===== config.mk =====
export PLATFORM = sky130hd
export DESIGN_NAME = cp0_exc_ctrl
export DESIGN_NICKNAME = d
export VERILOG_FILES = /design/src/rtl/cp0_pkg.sv /design/src/rtl/int_sync.sv /design/src/rtl/cp0_exc_ctrl.sv
export SDC_FILE = /design/constraint.sdc
export NUM_CORES = 1
export LEC_CHECK = 0
export ABC_CLOCK_PERIOD_IN_PS = 3600
export BUFFER_PORTS_ARGS = -buffer_cell sky130_fd_sc_hd__buf_2
export CORE_AREA = 2 2 93 95
export CTS_BUF_LIST = sky130_fd_sc_hd__clkbuf_8 sky130_fd_sc_hd__clkbuf_16
export DETAILED_ROUTE_END_ITERATION = 7
export DIE_AREA = 0 0 95 97
export PLACE_DENSITY = 0.67
export SKIP_LAST_GASP = 1
export SLEW_MARGIN = 40
export SYNTH_ARGS = -nofsm -noshare
export SYNTH_HDL_FRONTEND = slang
export SYNTH_HIERARCHICAL = 1
export SYNTH_SLANG_ARGS = --single-unit

===== constraint.sdc =====
create_clock -name clk -period 3.6 [get_ports clk]
set_input_delay 0.72 -clock clk [delete_from_list [all_inputs] [get_ports clk]]
set_output_delay 0.72 -clock clk [all_outputs]
set_load 0.1 [all_outputs]

===== src/rtl/cp0_pkg.sv =====
// Shared CP0 exception-control constants: ExcCodes, FSM encoding, entry vector.
package cp0_pkg;

  localparam int unsigned EXCCODE_W = 5;
  localparam int unsigned STATE_W   = 2;
  localparam int unsigned HW_INT_W  = 6;
  localparam int unsigned XLEN      = 32;

  // Cause.ExcCode values
  localparam logic [EXCCODE_W-1:0] EXC_INT  = 5'd0;
  localparam logic [EXCCODE_W-1:0] EXC_ADEL = 5'd4;
  localparam logic [EXCCODE_W-1:0] EXC_ADES = 5'd5;
  localparam logic [EXCCODE_W-1:0] EXC_SYS  = 5'd8;
  localparam logic [EXCCODE_W-1:0] EXC_BP   = 5'd9;
  localparam logic [EXCCODE_W-1:0] EXC_RI   = 5'd10;
  localparam logic [EXCCODE_W-1:0] EXC_OV   = 5'd12;

  // Exception-sequencer state encoding
  localparam logic [STATE_W-1:0] ST_IDLE     = 2'd0;
  localparam logic [STATE_W-1:0] ST_CANCEL   = 2'd1;
  localparam logic [STATE_W-1:0] ST_REDIRECT = 2'd2;

  // Default exception/interrupt entry address
  localparam logic [XLEN-1:0] EXC_VEC_DEFAULT = 32'hBFC0_0380;

endpackage


===== src/rtl/int_sync.sv =====
// Two-flop synchronizer for asynchronous interrupt lines.
module int_sync #(
  parameter int unsigned WIDTH = 6
) (
  input  logic             clk,
  input  logic             resetn,
  input  logic [WIDTH-1:0] d_i,
  output logic [WIDTH-1:0] q_o
);

  logic [WIDTH-1:0] meta_q;
  logic [WIDTH-1:0] sync_q;

  // Metastability stage followed by the stable output stage
  always_ff @(posedge clk) begin
    if (!resetn) begin
      meta_q <= '0;
      sync_q <= '0;
    end else begin
      meta_q <= d_i;
      sync_q <= meta_q;
    end
  end

  assign q_o = sync_q;

endmodule


===== src/rtl/cp0_exc_ctrl.sv =====
// CP0 exception/interrupt controller: accepts WB-stage events, updates CP0,
// flushes the pipeline and redirects fetch to the handler or EPC.
module cp0_exc_ctrl
  import cp0_pkg::*;
#(
  parameter logic [31:0] EXC_VEC = EXC_VEC_DEFAULT
) (
  input  logic        clk,
  input  logic        resetn,
  input  logic        wb_valid,
  input  logic [31:0] wb_pc,
  input  logic [31:0] dm_addr,
  input  logic        fetch_error,
  input  logic        inst_reserved,
  input  logic        overflow,
  input  logic        syscall,
  input  logic        brk,
  input  logic        raddr_error,
  input  logic        waddr_error,
  input  logic        eret,
  input  logic        status_ie,
  input  logic        status_exl,
  input  logic [7:0]  status_im,
  input  logic [1:0]  cause_ip_sw,
  input  logic [31:0] epc,
  input  logic [5:0]  hw_int,
  input  logic        timer_int,
  input  logic        redirect_ready,
  output logic        exc_wen,
  output logic        exl_clr,
  output logic [4:0]  exccode,
  output logic [31:0] epc_wdata,
  output logic        badvaddr_wen,
  output logic [31:0] badvaddr_wdata,
  output logic [5:0]  cause_ip_hw,
  output logic        commit_block,
  output logic        cancel,
  output logic        redirect_valid,
  output logic [31:0] redirect_pc
);

  logic [STATE_W-1:0]   state_q, state_d;
  logic [XLEN-1:0]      redirect_pc_q, redirect_pc_d;
  logic [HW_INT_W-1:0]  ip_hw;
  logic [7:0]           ip_vec;
  logic                 int_pend;
  logic                 exc_any;
  logic                 accept;
  logic [EXCCODE_W-1:0] code_sel;

  int_sync #(
    .WIDTH(HW_INT_W)
  ) u_int_sync (
    .clk   (clk),
    .resetn(resetn),
    .d_i   (hw_int),
    .q_o   (ip_hw)
  );

  assign cause_ip_hw = ip_hw;
  assign redirect_pc = redirect_pc_q;

  // Timer shares IP7 with hw line 5
  assign ip_vec   = {ip_hw[5] | timer_int, ip_hw[4:0], cause_ip_sw};
  assign int_pend = status_ie & ~status_exl & (|(status_im & ip_vec));
  assign exc_any  = int_pend | fetch_error | inst_reserved | overflow | syscall
                  | brk | raddr_error | waddr_error;
  // Gated by resetn so nothing is issued while reset is asserted
  assign accept   = resetn & (state_q == ST_IDLE) & wb_valid & (exc_any | eret);

  // ExcCode priority encoder
  always_comb begin
    code_sel = EXC_INT;
    if (int_pend)           code_sel = EXC_INT;
    else if (fetch_error)   code_sel = EXC_ADEL;
    else if (inst_reserved) code_sel = EXC_RI;
    else if (overflow)      code_sel = EXC_OV;
    else if (syscall)       code_sel = EXC_SYS;
    else if (brk)           code_sel = EXC_BP;
    else if (raddr_error)   code_sel = EXC_ADEL;
    else if (waddr_error)   code_sel = EXC_ADES;
  end

  // Next state, redirect target latch and CP0/pipeline strobes
  always_comb begin
    state_d        = state_q;
    redirect_pc_d  = redirect_pc_q;
    exc_wen        = 1'b0;
    exl_clr        = 1'b0;
    exccode        = '0;
    epc_wdata      = '0;
    badvaddr_wen   = 1'b0;
    badvaddr_wdata = '0;
    commit_block   = 1'b0;
    cancel         = 1'b0;
    redirect_valid = 1'b0;
    case (state_q)
      ST_IDLE: begin
        if (accept) begin
          state_d      = ST_CANCEL;
          commit_block = 1'b1;
          if (exc_any) begin
            exc_wen       = 1'b1;
            exccode       = code_sel;
            epc_wdata     = wb_pc;
            redirect_pc_d = EXC_VEC;
            // BadVAddr follows the faulting address source, fetch taking precedence
            if (fetch_error) begin
              badvaddr_wen   = 1'b1;
              badvaddr_wdata = wb_pc;
            end else if (raddr_error | waddr_error) begin
              badvaddr_wen   = 1'b1;
              badvaddr_wdata = dm_addr;
            end
          end else begin
            exl_clr       = 1'b1;
            redirect_pc_d = epc;
          end
        end
      end
      ST_CANCEL: begin
        cancel       = 1'b1;
        commit_block = 1'b1;
        state_d      = ST_REDIRECT;
      end
      ST_REDIRECT: begin
        redirect_valid = 1'b1;
        commit_block   = 1'b1;
        if (redirect_ready) state_d = ST_IDLE;
      end
      default: state_d = ST_IDLE;
    endcase
  end

  // State and redirect target registers
  always_ff @(posedge clk) begin
    if (!resetn) begin
      state_q       <= ST_IDLE;
      redirect_pc_q <= '0;
    end else begin
      state_q       <= state_d;
      redirect_pc_q <= redirect_pc_d;
    end
  end

endmodule


# Yosys cells after proc, flatten, opt, wreduce, memory -nomap -nowiden
# Index checks and enable logic that the tools add are counted.
totals:
  register_bits: 46
  latchBits: 0
  ramBits: 0
  romBits: 0
  inputBits: 127
  out_inout_bits: 113
  word_cells: 68
  n_memories: 0
classes:
  add_sub_neg: 0
  multipliers: 0
  div_mod_pow: 0
  order_cmp: 0
  n_eq_ne: 4
  shifts: 0
  mux: 38
  bitwise: 17
  n_reduce_logical: 5
ops:
  columns: ["operator", "count"]
  rows:
  - ["$mux W32", 9]
  - ["$mux W4", 6]
  - ["$mux W5", 3]
  - ["$mux W1", 14]
  - ["$or A1 B1 Y1", 10]
  - ["$and A8 B8 Y8", 1]
  - ["$reduce_or A8 Y1", 1]
  - ["$mux W3", 2]
  - ["$pmux W2 S3", 1]
  - ["$and A1 B1 Y1", 5]
  - ["$mux W2", 2]
  - ["$ne A2 B2 Y1 const B", 2]
  - ["$reduce_and A2 Y1", 2]
  - ["$eq A2 B1 Y1 const B", 1]
  - ["$eq A2 B2 Y1 const B", 1]
  - ["$logic_not A2 Y1", 1]
  - ["$pmux W1 S2", 1]
  - ["$reduce_or A2 Y1", 1]
  - ["$not A1 Y1", 1]

# Logic depth before layout (Yosys ltp)
logic_depth:
  word_depth: 15
  depth_mapped: 7
  mapped_depth_nobuf: 6

# Modules after synthesis
# The synthesis kept the hierarchy.
modules_own_cells:
  columns: ["mod", "n_inst", "cells_per_inst", "area_per_inst_um2", "seq_area_each_um2"]
  rows:
  - ["cp0_exc_ctrl", 1, 210, 1986.9, 680.7]
  - ["int_sync", 1, 25, 336.6, 240.2]

# Least setup slack after synthesis
# OpenSTA, ideal clock, no wires.
synth_timing:
  path_type: "reg2out"
  start: "reg u_int_sync.sync_q[1], in the netlist u_int_sync/q_o[1]"
  end: "out exccode[1]"
  arrival_time_ns: 4.625
  t_required_ns: 2.880
  slack_ns: -1.745
  path_stages_with_launch: 5
  n_path_buf: 0
  cell_sequence: "dfxtp_1 -> a222oi_1 -> a41o_1 -> nand2_1 -> nor4b_1"
synth_via:
  elab_chain_len: 14
  word_cells_on_any_way: 16
  cone_classes: "mux: 4; bitwise: 11; reduce/logical: 1"
synth_lines:
  columns: ["item", "line", "text"]
  rows:
  - ["start: declaration", "int_sync.sv:12", "logic [WIDTH-1:0] sync_q;"]
  - ["start signal: assignment", "int_sync.sv:21", "sync_q <= meta_q;"]
  - ["$and A8 B8 Y8 (*)", "cp0_exc_ctrl.sv:65", "assign int_pend = status_ie & ~status_exl & (|(status_im & ip_vec));"]
  - ["$reduce_or A8 Y1 (*)", "cp0_exc_ctrl.sv:65", null]
  - ["$and A1 B1 Y1 (*)", "cp0_exc_ctrl.sv:65", null]
  - ["$or A1 B1 Y1 (4 in a row)", "cp0_exc_ctrl.sv:66", "assign exc_any = int_pend | fetch_error | inst_reserved | overflow | syscall"]
  - ["$or A1 B1 Y1 (3 in a row)", "cp0_exc_ctrl.sv:67", "| brk | raddr_error | waddr_error;"]
  - ["$or A1 B1 Y1", "cp0_exc_ctrl.sv:69", "assign accept = resetn & (state_q == ST_IDLE) & wb_valid & (exc_any | eret);"]
  - ["$and A1 B1 Y1", "cp0_exc_ctrl.sv:69", null]
  - ["$mux W5 (*)", "cp0_exc_ctrl.sv:99", "if (accept) begin"]
  - ["$mux W5 (*)", "cp0_exc_ctrl.sv:97", "case (state_q)"]
  - ["end: declaration", "cp0_exc_ctrl.sv:31", "output logic [4:0] exccode,"]
# Every way passes the cells marked *; elsewhere a longest branch is shown, timed or not.

# Worst setup path after layout
layout_timing:
  start: "in status_im[0]"
  end: "out exccode[1]"
layout_via:
  elab_chain_len: 14
  word_cells_on_any_way: 16
  cone_classes: "mux: 4; bitwise: 11; reduce/logical: 1"
layout_lines:
  columns: ["item", "line", "text"]
  rows:
  - ["start: declaration", "cp0_exc_ctrl.sv:23", "input logic [7:0] status_im,"]
  - ["$and A8 B8 Y8 (*)", "cp0_exc_ctrl.sv:65", null]
  - ["$reduce_or A8 Y1 (*)", "cp0_exc_ctrl.sv:65", null]
  - ["$and A1 B1 Y1 (*)", "cp0_exc_ctrl.sv:65", null]
  - ["$or A1 B1 Y1 (4 in a row)", "cp0_exc_ctrl.sv:66", null]
  - ["$or A1 B1 Y1 (3 in a row)", "cp0_exc_ctrl.sv:67", null]
  - ["$or A1 B1 Y1", "cp0_exc_ctrl.sv:69", null]
  - ["$and A1 B1 Y1", "cp0_exc_ctrl.sv:69", null]
  - ["$mux W5 (*)", "cp0_exc_ctrl.sv:99", null]
  - ["$mux W5 (*)", "cp0_exc_ctrl.sv:97", null]
# Marks and branches as above.

==> reports/qor.txt <==
Status: complete, no violations
# placed instances: 564
Area growth from synthesis to layout: 107%
Fraction of registers with async set/reset: 0%
Mapped Cells: 235
Clk buf depth: 2
Cell taking the most area after synthesis: dfxtp_1
Initial antenna violation count: 1
Crit share post-route: 92.8%
Top-area cell type share of the netlist area: 39.6%
Final instance area: 4810 sq um
DIE AREA: 9220 sq um
Synth warn: 6
Max Cap Viol: 0
Drt drc: 0
WL per Instance: 17.0 um
Routed vias: 2,872
Normalized max-slew margin: 52.4%
Crit path DAT: 2.62 ns
Commonest cells post-synth: dfxtp_1, and2_1, a22o_1
Final hold violations: 0
Hold/Removal Path Class: reg2reg
Post-synthesis cell type count: 37
LEAKAGE: 2.25 nW
Number of gates resized after CTS: 0
TritonCTS clock tree: done
Root Driver: clkbuf_8
Fin cells: 573
Io pins: 240
Synth area leaders: dfxtp_1, a22o_1, and2_1
Mapped Nets: 366
Type of origin of the critical path: input port
Largest net degree at the start of global routing: 50
Min Tclk post-route: 3.34 ns
Num CTS Buffers: 5
Fin nets: 597
Count of pins over their slew limit: 0
Overflow left after global routing: 0
Chip width: 95 um
Initial Util: 28.6%
Vias in the first global route: 3,008
Ratio of cells with drive above 1 in the final layout: 63.8%
Post-synth EDFFs: 0
Cell Pwr Density: 363 nW/um^2
FMAX: 299 MHz
Dominant cell by count in the synthesized netlist: dfxtp_1
Overall Global Routing Usage: 20.5%
FP Rows: 33
Crit end category: output pin
CORE AREA: 8130 sq um
Max VDD drop: 168 uV
Crit Path Class: in2out
DRT iter0 DRCs: 102
Slew @ Worst Pin: 0.713 ns
Port bufs: 238
Post-synth top flop: dfxtp_1
RSZ-0062 raised after global routing: no
Seq cells post-synth: 46
Final Skew: 0.0147 ns
RD Place Congestion: 0.843
Wirelength, routed: 9.76 mm
H-tree depth: 2
Clk sinks: 46
Post-Syn Area per Cell: 9.89 sq um
Power Total: 0.00175 W
Worst R2R Path Depth: 5
Drt pass-1 iters: 4
Req. time, crit path: 2.88 ns
Worst-path clk slew: 0.09 ns
Postcts setup bufs: 0
CTS Hold Bufs: 0
Final setup fails: 0
First-pass GRT wire length: 14.8 mm
Height of the die: 97 um
Sequential share of the synthesized area: 39.6%
Placed instance area: 4700 sq um
Hold Worst Slack: 0.454 ns
Synthesized area: 2320 sq um
Routed Antenna Nets: 0
CP max FO: 5
WHS Path Cells: 1
Clock Latency Late Sink: 0.30 ns
Final HPWL DP: 8.12 mm
Vias per inst: 5.01
layout make-up:
| cell class | count | area (sq um) |
|---|---|---|
| clock inverters | 3 | 43.8 |
| repair buffers | 245 | 2280 |
| inverters | 8 | 30.0 |
| flip-flops and latches | 46 | 923 |
| well taps | 105 | 131 |
| clock buffers | 5 | 68.8 |
| multi-input cells | 160 | 1330 |
| fillers | 692 | 3320 |
| diodes | 1 | 2.50 |
worst max-delay path, stage by stage:
cell	delay (ns)
buf_2	0.10
a222oi_1	0.41
a41o_1	0.39
nand2_1	0.22
nor4b_2	0.53
buf_12	0.24
cell usage in the layout (no fill, tap or decap), types with 3 or more instances in the layout:
| cell type | count |
|---|---|
| buf_2 | 169 |
| buf_12 | 69 |
| dfxtp_1 | 44 |
| a22o_1 | 31 |
| and2_1 | 28 |
| a32o_1 | 20 |
| and2_2 | 17 |
| o221a_2 | 12 |
| inv_1 | 8 |
| buf_4 | 7 |
| clkbuf_8 | 5 |
| nand3_1 | 4 |
| ha_1 | 4 |
| o21ai_0 | 3 |
| nand2_1 | 3 |
| a21oi_1 | 3 |
| a21oi_2 | 3 |
kinds of logic (layout without fill, tap and decap cells):
kind of cell	after synthesis	in the layout	synth area share, %
and+or+nand+nor	70	70	19.2
adders and majority gates	4	4	2.15
AOI/OAI and AO/OA	85	85	32.8
other	1	2	0.161
DFF	46	46	39.6
buffers and inverters	29	261	5.98
through the flow:
| step | TNS, ns | util, % | setup slack [ns] |
|---|---|---|---|
| CTS | 0 | 59.1 | 0.260 |
| finish | 0 | 59.1 | 0.261 |
| detailed placement | 0 | 57.7 | 0.308 |
| global route | 0 | 59.1 | 0.117 |
| floorplan | -0.537 | - | -0.399 |
| global placement | 0 | 57.6 | 0.193 |
per-layer routing:
layer / global-route usage [%] / share of wire, % / wire length [um] / vias up
li1: - / - / - / 1359
met3: 6.93 / 10 / 1010 / 10
met5: 0 / 0 / 0 / -
met2: 38.5 / 52 / 5060 / 155
met1: 21.2 / 37 / 3580 / 1348
met4: 5.24 / 1.1 / 106 / 0
power breakdown:
part	switching [W]	total [W]	internal, W	leakage, nW
sequential	0.00000945	0.000537	0.000528	0.377
clock	0.000173	0.000381	0.000208	0.0585
combinational	0.000569	0.000830	0.000261	1.81
total	0.000751	0.00175	0.000996	2.25
final timing paths:
path,end,startpoint,slack [ns]
worst min register to register,u_int_sync/q_o[0],u_int_sync/meta_q[0],0.45
worst min-delay path,u_int_sync/q_o[0],u_int_sync/meta_q[0],0.45
worst max register to register,redirect_pc[9],state_q[1],1.66
worst max-delay path,exccode[1],status_im[0],0.26
flip-flops by register name (all words and copies together), names as in the netlist:
| name | flops |
|---|---|
| u_int_sync/meta_q | 6 |
| u_int_sync/q_o | 6 |
| redirect_pc | 32 |
| state_q | 2 |
Note: power is estimated with default switching activity, not from simulation.
